### config.mk
export PLATFORM = sky130hd
export DESIGN_NAME = mem_arbiter_flat
export DESIGN_NICKNAME = d
export VERILOG_FILES = /design/src/rtl/mem_arbiter_if.sv /design/src/rtl/mem_arbiter.sv /design/src/flat_wrapper.sv
export SDC_FILE = /design/constraint.sdc
export NUM_CORES = 1
export LEC_CHECK = 0
export BUFFER_PORTS_ARGS = -buffer_cell sky130_fd_sc_hd__buf_2
export CAP_MARGIN = 15
export CORE_AREA = 3 3 103 105
export DETAILED_ROUTE_END_ITERATION = 7
export DIE_AREA = 0 0 106 108
export PLACE_DENSITY_LB_ADDON = 0.08
export SETUP_SLACK_MARGIN = 0.02
export SYNTH_ARGS = -nofsm -noshare
export SYNTH_HDL_FRONTEND = slang
export SYNTH_SLANG_ARGS = --single-unit
### constraint.sdc
create_clock -name CLK -period 2.7 [get_ports CLK]
set_input_delay 0.675 -clock CLK [delete_from_list [all_inputs] [get_ports CLK]]
set_output_delay 0.675 -clock CLK [all_outputs]
set_load 0.01 [all_outputs]
### src/rtl/mem_arbiter_if.sv
// rtl/mem_arbiter_if.sv - cache-side and RAM-side signal bundle for mem_arbiter
interface mem_arbiter_if #(
  parameter int WORD_W = 32,
  parameter int ADDR_W = 32
);
  // instruction cache (read-only)
  logic              iREN;
  logic [ADDR_W-1:0] iaddr;
  logic              iwait;
  logic [WORD_W-1:0] iload;
  // data cache (read/write)
  logic              dREN;
  logic              dWEN;
  logic [ADDR_W-1:0] daddr;
  logic [WORD_W-1:0] dstore;
  logic              dwait;
  logic [WORD_W-1:0] dload;
  // RAM port
  logic              ramREN;
  logic              ramWEN;
  logic [ADDR_W-1:0] ramaddr;
  logic [WORD_W-1:0] ramstore;
  logic [WORD_W-1:0] ramload;
  logic [1:0]        ramstate;

  // arbiter view
  modport slave (
    input  iREN, iaddr, dREN, dWEN, daddr, dstore, ramload, ramstate,
    output iwait, iload, dwait, dload, ramREN, ramWEN, ramaddr, ramstore
  );

  // caches + RAM view
  modport master (
    output iREN, iaddr, dREN, dWEN, daddr, dstore, ramload, ramstate,
    input  iwait, iload, dwait, dload, ramREN, ramWEN, ramaddr, ramstore
  );
endinterface

### src/rtl/mem_arbiter.sv
// rtl/mem_arbiter.sv - single RAM port arbiter, dcache priority with bounded icache starvation
module mem_arbiter #(
  parameter int WORD_W      = 32,
  parameter int ADDR_W      = 32,
  parameter int MAX_DSTREAK = 4
) (
  input  logic          CLK,
  input  logic          nRST,
  mem_arbiter_if.slave  bus
);

  typedef enum logic [1:0] {
    IDLE = 2'd0,
    IGNT = 2'd1,
    DGNT = 2'd2
  } state_e;

  localparam logic [1:0] RAM_ACCESS = 2'd2;
  localparam logic [3:0] STREAK_MAX = 4'(MAX_DSTREAK);

  state_e            state_q, state_d;
  logic [3:0]        streak_q, streak_d;
  logic              d_req;
  logic              access;
  logic              icache_forced;
  logic [ADDR_W-1:0] addr_mux;
  logic [WORD_W-1:0] store_mux;
  logic              ren, wen, iwait_c, dwait_c;

  assign d_req         = bus.dREN | bus.dWEN;
  assign access        = (bus.ramstate == RAM_ACCESS);
  assign icache_forced = bus.iREN && (streak_q == STREAK_MAX);

  // load data is never registered: both caches see RAM data directly
  assign bus.iload    = bus.ramload;
  assign bus.dload    = bus.ramload;
  assign bus.ramREN   = ren;
  assign bus.ramWEN   = wen;
  assign bus.ramaddr  = addr_mux;
  assign bus.ramstore = store_mux;
  assign bus.iwait    = iwait_c;
  assign bus.dwait    = dwait_c;

  // grant decode: RAM controls, waits and next state/streak from current grant
  always_comb begin
    state_d   = state_q;
    streak_d  = streak_q;
    ren       = 1'b0;
    wen       = 1'b0;
    addr_mux  = '0;
    store_mux = '0;
    iwait_c   = 1'b1;
    dwait_c   = 1'b1;
    case (state_q)
      IDLE: begin
        if (d_req && !icache_forced) begin
          state_d = DGNT;
        end else if (bus.iREN) begin
          state_d = IGNT;
        end
      end
      IGNT: begin
        addr_mux = bus.iaddr;
        if (!bus.iREN) begin
          // requester walked away: drop the RAM request, keep streak
          state_d = IDLE;
        end else begin
          ren = 1'b1;
          if (access) begin
            iwait_c  = 1'b0;
            state_d  = IDLE;
            streak_d = 4'd0;
          end
        end
      end
      DGNT: begin
        addr_mux = bus.daddr;
        if (!d_req) begin
          state_d = IDLE;
        end else begin
          // a write wins when both dREN and dWEN are raised
          if (bus.dWEN) begin
            wen       = 1'b1;
            store_mux = bus.dstore;
          end else begin
            ren = 1'b1;
          end
          if (access) begin
            dwait_c = 1'b0;
            state_d = IDLE;
            if (!bus.iREN) begin
              streak_d = 4'd0;
            end else if (streak_q >= STREAK_MAX) begin
              streak_d = STREAK_MAX;
            end else begin
              streak_d = streak_q + 4'd1;
            end
          end
        end
      end
      default: state_d = IDLE;
    endcase
  end

  // grant state and starvation streak registers
  always_ff @(posedge CLK or negedge nRST) begin
    if (!nRST) begin
      state_q  <= IDLE;
      streak_q <= 4'd0;
    end else begin
      state_q  <= state_d;
      streak_q <= streak_d;
    end
  end

endmodule

### src/flat_wrapper.sv
// flat-port wrapper written by rule: the top's interface ports become plain ports
module mem_arbiter_flat 
#(
  parameter int WORD_W      = 32,
  parameter int ADDR_W      = 32,
  parameter int MAX_DSTREAK = 4
)
  (CLK, nRST, bus_iREN, bus_iaddr, bus_dREN, bus_dWEN, bus_daddr, bus_dstore, bus_ramload, bus_ramstate, bus_iwait, bus_iload, bus_dwait, bus_dload, bus_ramREN, bus_ramWEN, bus_ramaddr, bus_ramstore);
  mem_arbiter_if #(.WORD_W(WORD_W), .ADDR_W(ADDR_W)) bus_i ();
  input  logic CLK;
  input  logic nRST;
  input wire logic [$bits(bus_i.iREN)-1:0] bus_iREN;
  input wire logic [$bits(bus_i.iaddr)-1:0] bus_iaddr;
  input wire logic [$bits(bus_i.dREN)-1:0] bus_dREN;
  input wire logic [$bits(bus_i.dWEN)-1:0] bus_dWEN;
  input wire logic [$bits(bus_i.daddr)-1:0] bus_daddr;
  input wire logic [$bits(bus_i.dstore)-1:0] bus_dstore;
  input wire logic [$bits(bus_i.ramload)-1:0] bus_ramload;
  input wire logic [$bits(bus_i.ramstate)-1:0] bus_ramstate;
  output wire logic [$bits(bus_i.iwait)-1:0] bus_iwait;
  output wire logic [$bits(bus_i.iload)-1:0] bus_iload;
  output wire logic [$bits(bus_i.dwait)-1:0] bus_dwait;
  output wire logic [$bits(bus_i.dload)-1:0] bus_dload;
  output wire logic [$bits(bus_i.ramREN)-1:0] bus_ramREN;
  output wire logic [$bits(bus_i.ramWEN)-1:0] bus_ramWEN;
  output wire logic [$bits(bus_i.ramaddr)-1:0] bus_ramaddr;
  output wire logic [$bits(bus_i.ramstore)-1:0] bus_ramstore;
  assign bus_i.iREN = bus_iREN;
  assign bus_i.iaddr = bus_iaddr;
  assign bus_i.dREN = bus_dREN;
  assign bus_i.dWEN = bus_dWEN;
  assign bus_i.daddr = bus_daddr;
  assign bus_i.dstore = bus_dstore;
  assign bus_i.ramload = bus_ramload;
  assign bus_i.ramstate = bus_ramstate;
  assign bus_iwait = bus_i.iwait;
  assign bus_iload = bus_i.iload;
  assign bus_dwait = bus_i.dwait;
  assign bus_dload = bus_i.dload;
  assign bus_ramREN = bus_i.ramREN;
  assign bus_ramWEN = bus_i.ramWEN;
  assign bus_ramaddr = bus_i.ramaddr;
  assign bus_ramstore = bus_i.ramstore;
  mem_arbiter #(.WORD_W(WORD_W), .ADDR_W(ADDR_W), .MAX_DSTREAK(MAX_DSTREAK)) u_core (.CLK(CLK), .nRST(nRST), .bus(bus_i));
endmodule
# Yosys cells after proc, flatten, opt, wreduce, memory -nomap -nowiden
# Cells that the tools add are included.
op_classes:
  muxes: 29
  bitwise_logic: 1
  eq_ne: 9
  n_lt_le_gt_ge: 1
  n_addsub: 1
  reduce_logical: 6
ops:
  columns: ["operator", "n"]
  rows:
  - ["$mux 32", 3]
  - ["$pmux 32 s2", 1]
  - ["$mux 4", 6]
  - ["$mux 1", 11]
  - ["$mux 2", 5]
  - ["$pmux 4 s2", 1]
  - ["$ne 2x1->1 const B", 3]
  - ["$pmux 2 s3", 1]
  - ["$reduce_and 5->1", 1]
  - ["$add 4x1->4 const B", 1]
  - ["$eq 2x2->1 const B", 2]
  - ["$eq 4x3->1 const B", 1]
  - ["$ge 4x3->1 const B", 1]
  - ["$ne 3x2->1 const B", 1]
  - ["$eq 2x1->1 const B", 1]
  - ["$logic_and 1x1->1", 2]
  - ["$logic_not 2->1", 1]
  - ["$ne 2x2->1 const B", 1]
  - ["$pmux 1 s2", 1]
  - ["$reduce_bool 2->1", 1]
  - ["$logic_not 1->1", 1]
  - ["$or 1x1->1", 1]
word_totals:
  ff_bits: 6
  elab_cells: 49
  input_bits: 135
  output_inout_bits: 132

# Longest topological paths before layout
# Gate-level depths: netlist of run 1.
logic_depth:
  ltp_word: 6
  depth_mapped: 8
  ltp_nobuf: 6

# Least setup slack after synthesis of run 1
# No wires, ideal clock.
synth_path:
  path_kind: "reg-to-output"
  startpoint: "reg u_core.state_q[0]"
  endpoint: "out bus_ramaddr[10]"
  setup_slack_ns: 0.681
  path_buffers: 2
  arrival_ns: 1.344
  path_stages_with_launch: 7
  t_required_ns: 2.025
  path_cell_list: "dfrtp_1 -> inv_1 -> ha_1 -> buf_4 -> clkbuf_1 -> a22oi_1 -> nor2b_1"
synth_between:
  elab_chain_len: 2
  elab_cells_between_ends: 3
  classes_between: "eq/ne (2); mux (1)"
synth_rtl:
  columns: ["item", "line_no", "rtl"]
  rows:
  - ["start: declaration", "mem_arbiter.sv:21", "state_e state_q, state_d;"]
  - ["start signal: assignment", "mem_arbiter.sv:111", "state_q <= state_d;"]
  - ["$eq 2x2->1 / $eq 2x1->1 (equally long branches)", "mem_arbiter.sv:54", "case (state_q)"]
  - ["$pmux 32 s2 *", "mem_arbiter.sv:54", null]
  - ["end: declaration", "flat_wrapper.sv:26", "output wire logic [$bits(bus_i.ramaddr)-1:0] bus_ramaddr;"]
# Every way passes the cells marked *; elsewhere a longest branch is shown, timed or not.

# Worst setup path after layout of run 1
layout_path:
  startpoint: "reg u_core.state_q[0]"
  endpoint: "out bus_dwait"
layout_between:
  elab_chain_len: 2
layout_rtl:
  columns: ["item", "line_no", "rtl"]
  rows:
  - ["$eq 2x2->1", "mem_arbiter.sv:54", null]
  - ["$mux 1", "mem_arbiter.sv:54", null]
  - ["end: declaration", "flat_wrapper.sv:22", "output wire logic [$bits(bus_i.dwait)-1:0] bus_dwait;"]
# No other way between the ends.

==> results of run 1 <==
==> per-stage QoR <==
step	hold slack (ps)	setup WS, ps	utilization [%]	total power [mW]	instances
3_3_place_gp	515	401	22.5	1.54	456
2_1_floorplan	379	681	-	1.08	228
6_report	277	234	22.9	1.63	459
3_5_place_dp	514	414	22.5	1.53	456
5_1_grt	280	63.1	22.9	1.80	459
4_1_cts	281	202	22.9	1.67	459
==> metal layers <==
metal  track usage [%]  share of wire [%]  vias up
met5                 0                  0        -
met2              20.1                 51      154
met4              2.87                1.4        0
met1              9.39                 34      845
li1                  -                  -      919
met3              3.58                 14       12
==> cell type report <==
cell class	instances	area [um^2]	area share (%)
multi-input cells	134	926	41.6
repair buffers	178	923	41.5
well taps	133	166	7.48
flip-flops and latches	6	150	6.75
clock buffers	3	41.3	1.85
inverters	5	18.8	0.843
==> synthesized netlist by cell type (all sizes together), types with 3 or more instances <==
cell	n	area (um^2)
o21ai	4	20.0
ha	6	75.1
and3	32	200
clkbuf	15	57.6
nand2	5	18.8
buf	68	505
dfrtp	6	150
nor2b	34	213
a21oi	3	18.8
a22oi	32	240
inv	5	18.8
==> sequential cells by signal (all words and copies together), names as in the netlist <==
register	count
u_core.streak_q	4
u_core.state_q	2
==> power groups by stage <==
stage | Combinational [mW] | Sequential (mW) | Clock, mW
2_1_floorplan | 0.939 | 0.142 | 0
3_3_place_gp | 1.39 | 0.150 | 0
3_5_place_dp | 1.38 | 0.148 | 0
4_1_cts | 1.38 | 0.148 | 0.138
5_1_grt | 1.50 | 0.154 | 0.144
6_report | 1.35 | 0.148 | 0.134
==> logic make-up (layout without fill, tap and decap cells) <==
family	after synthesis	in the layout	share of synthesized area, %
compound gates	43	43	19.7
fa+ha+maj	6	6	4.54
buf+inv	88	186	35.1
flops	6	6	9.07
mux	2	2	1.21
simple gates	83	83	30.4
==> worst reg2reg max path, cell delays in order, from the launching register on <==
cell and delay, ps:
dfrtp_1 420, inv_1 100, ha_2 420, buf_4 290
mux2i_1 140, a211oi_4 370, mux2i_1 220
==> worst paths after layout <==
path	to	cells past startpoint	slack (ps)
worst max-delay path	bus_dwait	5	230
worst min-delay path	u_core.streak_q[0]	1	280
worst max register to register	u_core.streak_q[1]	6	670
worst min register to register	u_core.streak_q[3]	1	550
max in group asynchronous	u_core.state_q[0]	1	2270
min in group CLK	u_core.streak_q[3]	1	550
==> run metrics, run 1 <==
status complete, no violations; Top FF cell, synth dfrtp_1; vias in the first global route 1891; Die Ht roughly 110 um; die area between 10000 and 15000 um^2; fin crit period ~2500 ps; H-Tree Depth 1; FP Rows 36; DRC violation total after the first TritonRoute iteration 90; via count between 1500 and 2000; Area Growth Syn to Fin 34.5%; Max Clock Skew 2.33 ps; Clk Latency, worst-skew pair 220 ps; Netlist Area Pre-Place ~1700 um^2; CTS tree yes; most frequent cells in the layout 170 x buf_2, 34 x nor2b_1, 32 x a22oi_1, 32 x and3_1, 7 x buf_4; initial core utilization 17.0%; cts repair resizes 0; initial antenna violation count 0; Final period util a little over 90%; RR Startpoint u_core.state_q[0]; worst-path cell chain inv_1 -> ha_2 -> o21ai_0 -> or2_2 -> buf_2; Post-DP Area ~2200 um^2; largest net degree at the start of global routing 31; WP data arrival roughly 1800 ps; final instance area 2230 um^2; filler cell count in the final layout between 1000 and 1500; Post-CTS Setup Bufs 0; Logic pwr share between 80% and 90%; relative slew slack between 70% and 80%; Max Fclk ~410 MHz; internal cell power roughly 840 uW; crit-path leading delay family flip-flops; Leakage ~1.3 nW; via/cell ratio approximately 4.2; synthesized flop and latch total 6; Pwr Density ~730 nW/um^2; first-pass GRT wire length around 9.3 mm; Max IR drop VDD around 0.2 mV; syn nets between 300 and 400; total negative slack 0 ps; gp weighted congestion 0.682; CTS buffer count 3; Psw slightly below 800 uW; max-cap violation count 0; commonest non-fill, non-tap cell in the layout buf_2; grt total ovfl 0; Max clock buf depth 2; Clk network pwr share under 10%; die width between 100 and 150 um; ANT nets after route 0; crit path max fanout 20; CP endpoint kind output pin; EDFF count, synth 0; total inserted antenna cells 0; Yosys warning count 0; core area about 9700 um^2; DRC viols 0; Critical path origin u_core.state_q[0]; Critical Path RT 2030 ps; crit path buf inv count 2; drt first pass iters 4; Slew Viols, Final 0; CP Class flop to output pin; post-synth cell types 26; class of the worst hold path input port to asynchronous set/reset pin; RSZ-0062 raised after global routing false; Hold-fix buffers, CTS 0; IO buf count 170; Post-Syn Instances between 200 and 250; Sw Share between 40 and 50%; slowest stage delay, CP about 420 ps; share of cells above drive strength 1 a little under three fifths; Reg power frac a little under a tenth; CTS Root Cell clkbuf_8; ys async rst share 100%; nets between 400 and 500; drt wl/cell ~14 um; final wirelength between 6 and 7 mm; GRT Resource Usage Total around 10%; IO Count between 200 and 300; nature of the critical path startpoint flop; clk sink count 6; sequential cell area fraction in the yosys report under 10%; placed wire-length estimate 5.21 mm; Finish-stage setup viols 0; Slowest-stage cell, CP dfrtp_1; Worst-Margin Slew about 390 ps; Hold Vio Cnt, Final 0; mean post-synth cell area a little over 7 um^2; CTS clock-pin slew for the worst setup and hold paths 40 ps
Note: power is estimated with default switching activity, not from simulation.
==> inputs of run 2 (changes only) <==
--- a/config.mk
+++ b/config.mk
@@ -7,9 +7,12 @@
 export LEC_CHECK = 0
 export BUFFER_PORTS_ARGS = -buffer_cell sky130_fd_sc_hd__buf_2
 export CAP_MARGIN = 15
-export CORE_AREA = 3 3 103 105
+export CELL_PAD_IN_SITES_DETAIL_PLACEMENT = 0
+export CELL_PAD_IN_SITES_GLOBAL_PLACEMENT = 2
+export CORE_ASPECT_RATIO = 0.6
+export CORE_MARGIN = 3
+export CORE_UTILIZATION = 12
 export DETAILED_ROUTE_END_ITERATION = 7
-export DIE_AREA = 0 0 106 108
 export PLACE_DENSITY_LB_ADDON = 0.08
 export SETUP_SLACK_MARGIN = 0.02
 export SYNTH_ARGS = -nofsm -noshare
==> run 2 against run 1 <==
Hold slack got worse by 7.5 ps. Non-clock buffer count decreased by 2. Largest power group unchanged. Wire length increased by 9.6%. Critical endpoint is now bus_ramaddr[25]. Fmax about the same. Clock skew about the same. Sequential power about the same. Setup slack got worse by 0.66 ps. Highest routed layer is now met5. Flip-flop and latch count unchanged.
==> run metrics, run 2 (synthesis results as in run 1) <==
WP data arrival between 1500 and 2000 ps; ANT nets after route 0; relative slew slack between 70% and 80%; total inserted antenna cells 0; Pwr Density between 700 and 800 nW/um^2; Die Ht roughly 97 um; Post-CTS Setup Bufs 0; nature of the critical path startpoint flop; Hold Vio Cnt, Final 0; Critical Path RT a little over 2000 ps; Worst-Margin Slew about 440 ps; RR Startpoint u_core.state_q[0]; number of flip-flops in the largest register 4; R2R depth 7; FP Rows 32; Setup WS post-layout between 200 and 250 ps; Leakage 1.31 nW; clk sink count 6; Slew Viols, Final 0; GRT Resource Usage Total approximately 8.2%; max-cap violation count 0; reg2reg setup slack 770 ps; commonest non-fill, non-tap cell in the layout buf_2; via/cell ratio roughly 3.8; CTS tree yes; Max Fclk roughly 410 MHz; final wirelength around 6.9 mm; DRC violation total after the first TritonRoute iteration 39; Max Clock Skew ~2.5 ps; placed wire-length estimate around 5.6 mm; largest net degree at the start of global routing 34; Placement Setup Slack 428 ps; drt first pass iters 4; crit path max fanout 30; crit path buf inv count 3; grt total ovfl 0; RR Endpoint u_core.streak_q[0]; CP endpoint kind output pin; drt wl/cell between 10 and 15 um; Max clock buf depth 2; IO buf count 170; share of cells above drive strength 1 a little under three fifths; cts repair resizes 0; Tot Pwr around 1.7 mW; RSZ-0062 raised after global routing false; gp weighted congestion approximately 0.68; class of the worst hold path input port to asynchronous set/reset pin; total negative slack 0 ps; first-pass GRT wire length around 10 mm; vias in the first global route roughly 1900; storage element area between 150 and 200 um^2; core area between 10000 and 15000 um^2; CTS buffer count 3; H-Tree Depth 1; Clk Latency, worst-skew pair between 200 and 250 ps; most frequent cells in the layout 170 x buf_2, 34 x nor2b_1, 32 x a22oi_1, 32 x and3_1, 6 x dfrtp_1; CTS Root Cell clkbuf_16; CTS clock-pin slew for the worst setup and hold paths ~30 ps; Multi-input gate area 926 um^2; worst-path cell chain inv_1 -> ha_2 -> buf_4 -> a22oi_1 -> nor2b_1 -> buf_2; largest registers u_core.streak_q x4, u_core.state_q x2; CP Class flop to output pin; via count 1892; Slowest-stage cell, CP dfrtp_1; Max IR drop VDD ~0.27 mV; IO Count about 270; most flop-heavy register u_core.streak_q; Final period util 91.4%; die area 15300 um^2; die width roughly 160 um; Area Growth Syn to Fin 39.2%; Finish-stage setup viols 0; nets between 400 and 500; initial antenna violation count 1; status complete, no violations; slowest stage delay, CP around 420 ps; crit-path leading delay family buffers and inverters; DRC viols 0; filler cell count in the final layout around 1500; fin crit period ~2500 ps; Hold-fix buffers, CTS 0; initial core utilization approximately an eighth
## run 2: changes by cell type in the layout (fill, tap and decap cells not counted)
cell / before / now
buf_4: 7 / 4
clkbuf_16: 0 / 3
clkbuf_8: 3 / 0
buf_12: 1 / 2
## run 2: final cells by class
class / count / share of cell area [%]
Sequential cell: 6 / 6.52
Multi-Input combinational cell: 134 / 40.2
Inverter: 5 / 0.815
Tap cell: 170 / 9.23
Clock buffer: 3 / 3.26
Timing Repair Buffer: 176 / 40.0
## run 2: worst max path at each step
stage | from | slack, ps | end | cells past startpoint
after global placement | u_core.state_q[0] | 440 | bus_ramaddr[20] | 6
after global routing | u_core.state_q[0] | 70 | bus_ramaddr[25] | 6
after floorplan | u_core.state_q[0] | 680 | bus_ramaddr[10] | 6
after CTS | u_core.state_q[0] | 190 | bus_ramaddr[25] | 6
final | u_core.state_q[0] | 230 | bus_ramaddr[25] | 6
after detailed placement | u_core.state_q[0] | 430 | bus_ramaddr[25] | 6
## run 2: worst reg2reg max path: stages, from the launching register on
cell and delay (ps):
dfrtp_1 420, inv_1 100, ha_2 340, buf_12 240
mux2i_1 130, a211oi_4 360, nand3_1 110, o21ai_0 120
## run 2: report_power, final
group	internal (mW)	switching (mW)
sequential	0.120	0.0288
combinational	0.607	0.758
clock	0.190	0.0446
## run 2: metrics by stage
stage	hold slack [ps]	std cells	utilization (%)	cell area (um^2)
after floorplan	379	228	-	1660
after global placement	509	491	16.9	2230
after detailed placement	511	491	16.9	2230
after CTS	276	494	17.5	2300
after global routing	278	494	17.5	2300
final	270	494	17.5	2300
## run 2: per-layer routing
layer	track usage, %	wire length [um]	vias up
li1	-	-	914
met1	10.7	3140	857
met2	13.7	3060	108
met3	2.46	663	11
met4	0.733	30	2
met5	0	13	-
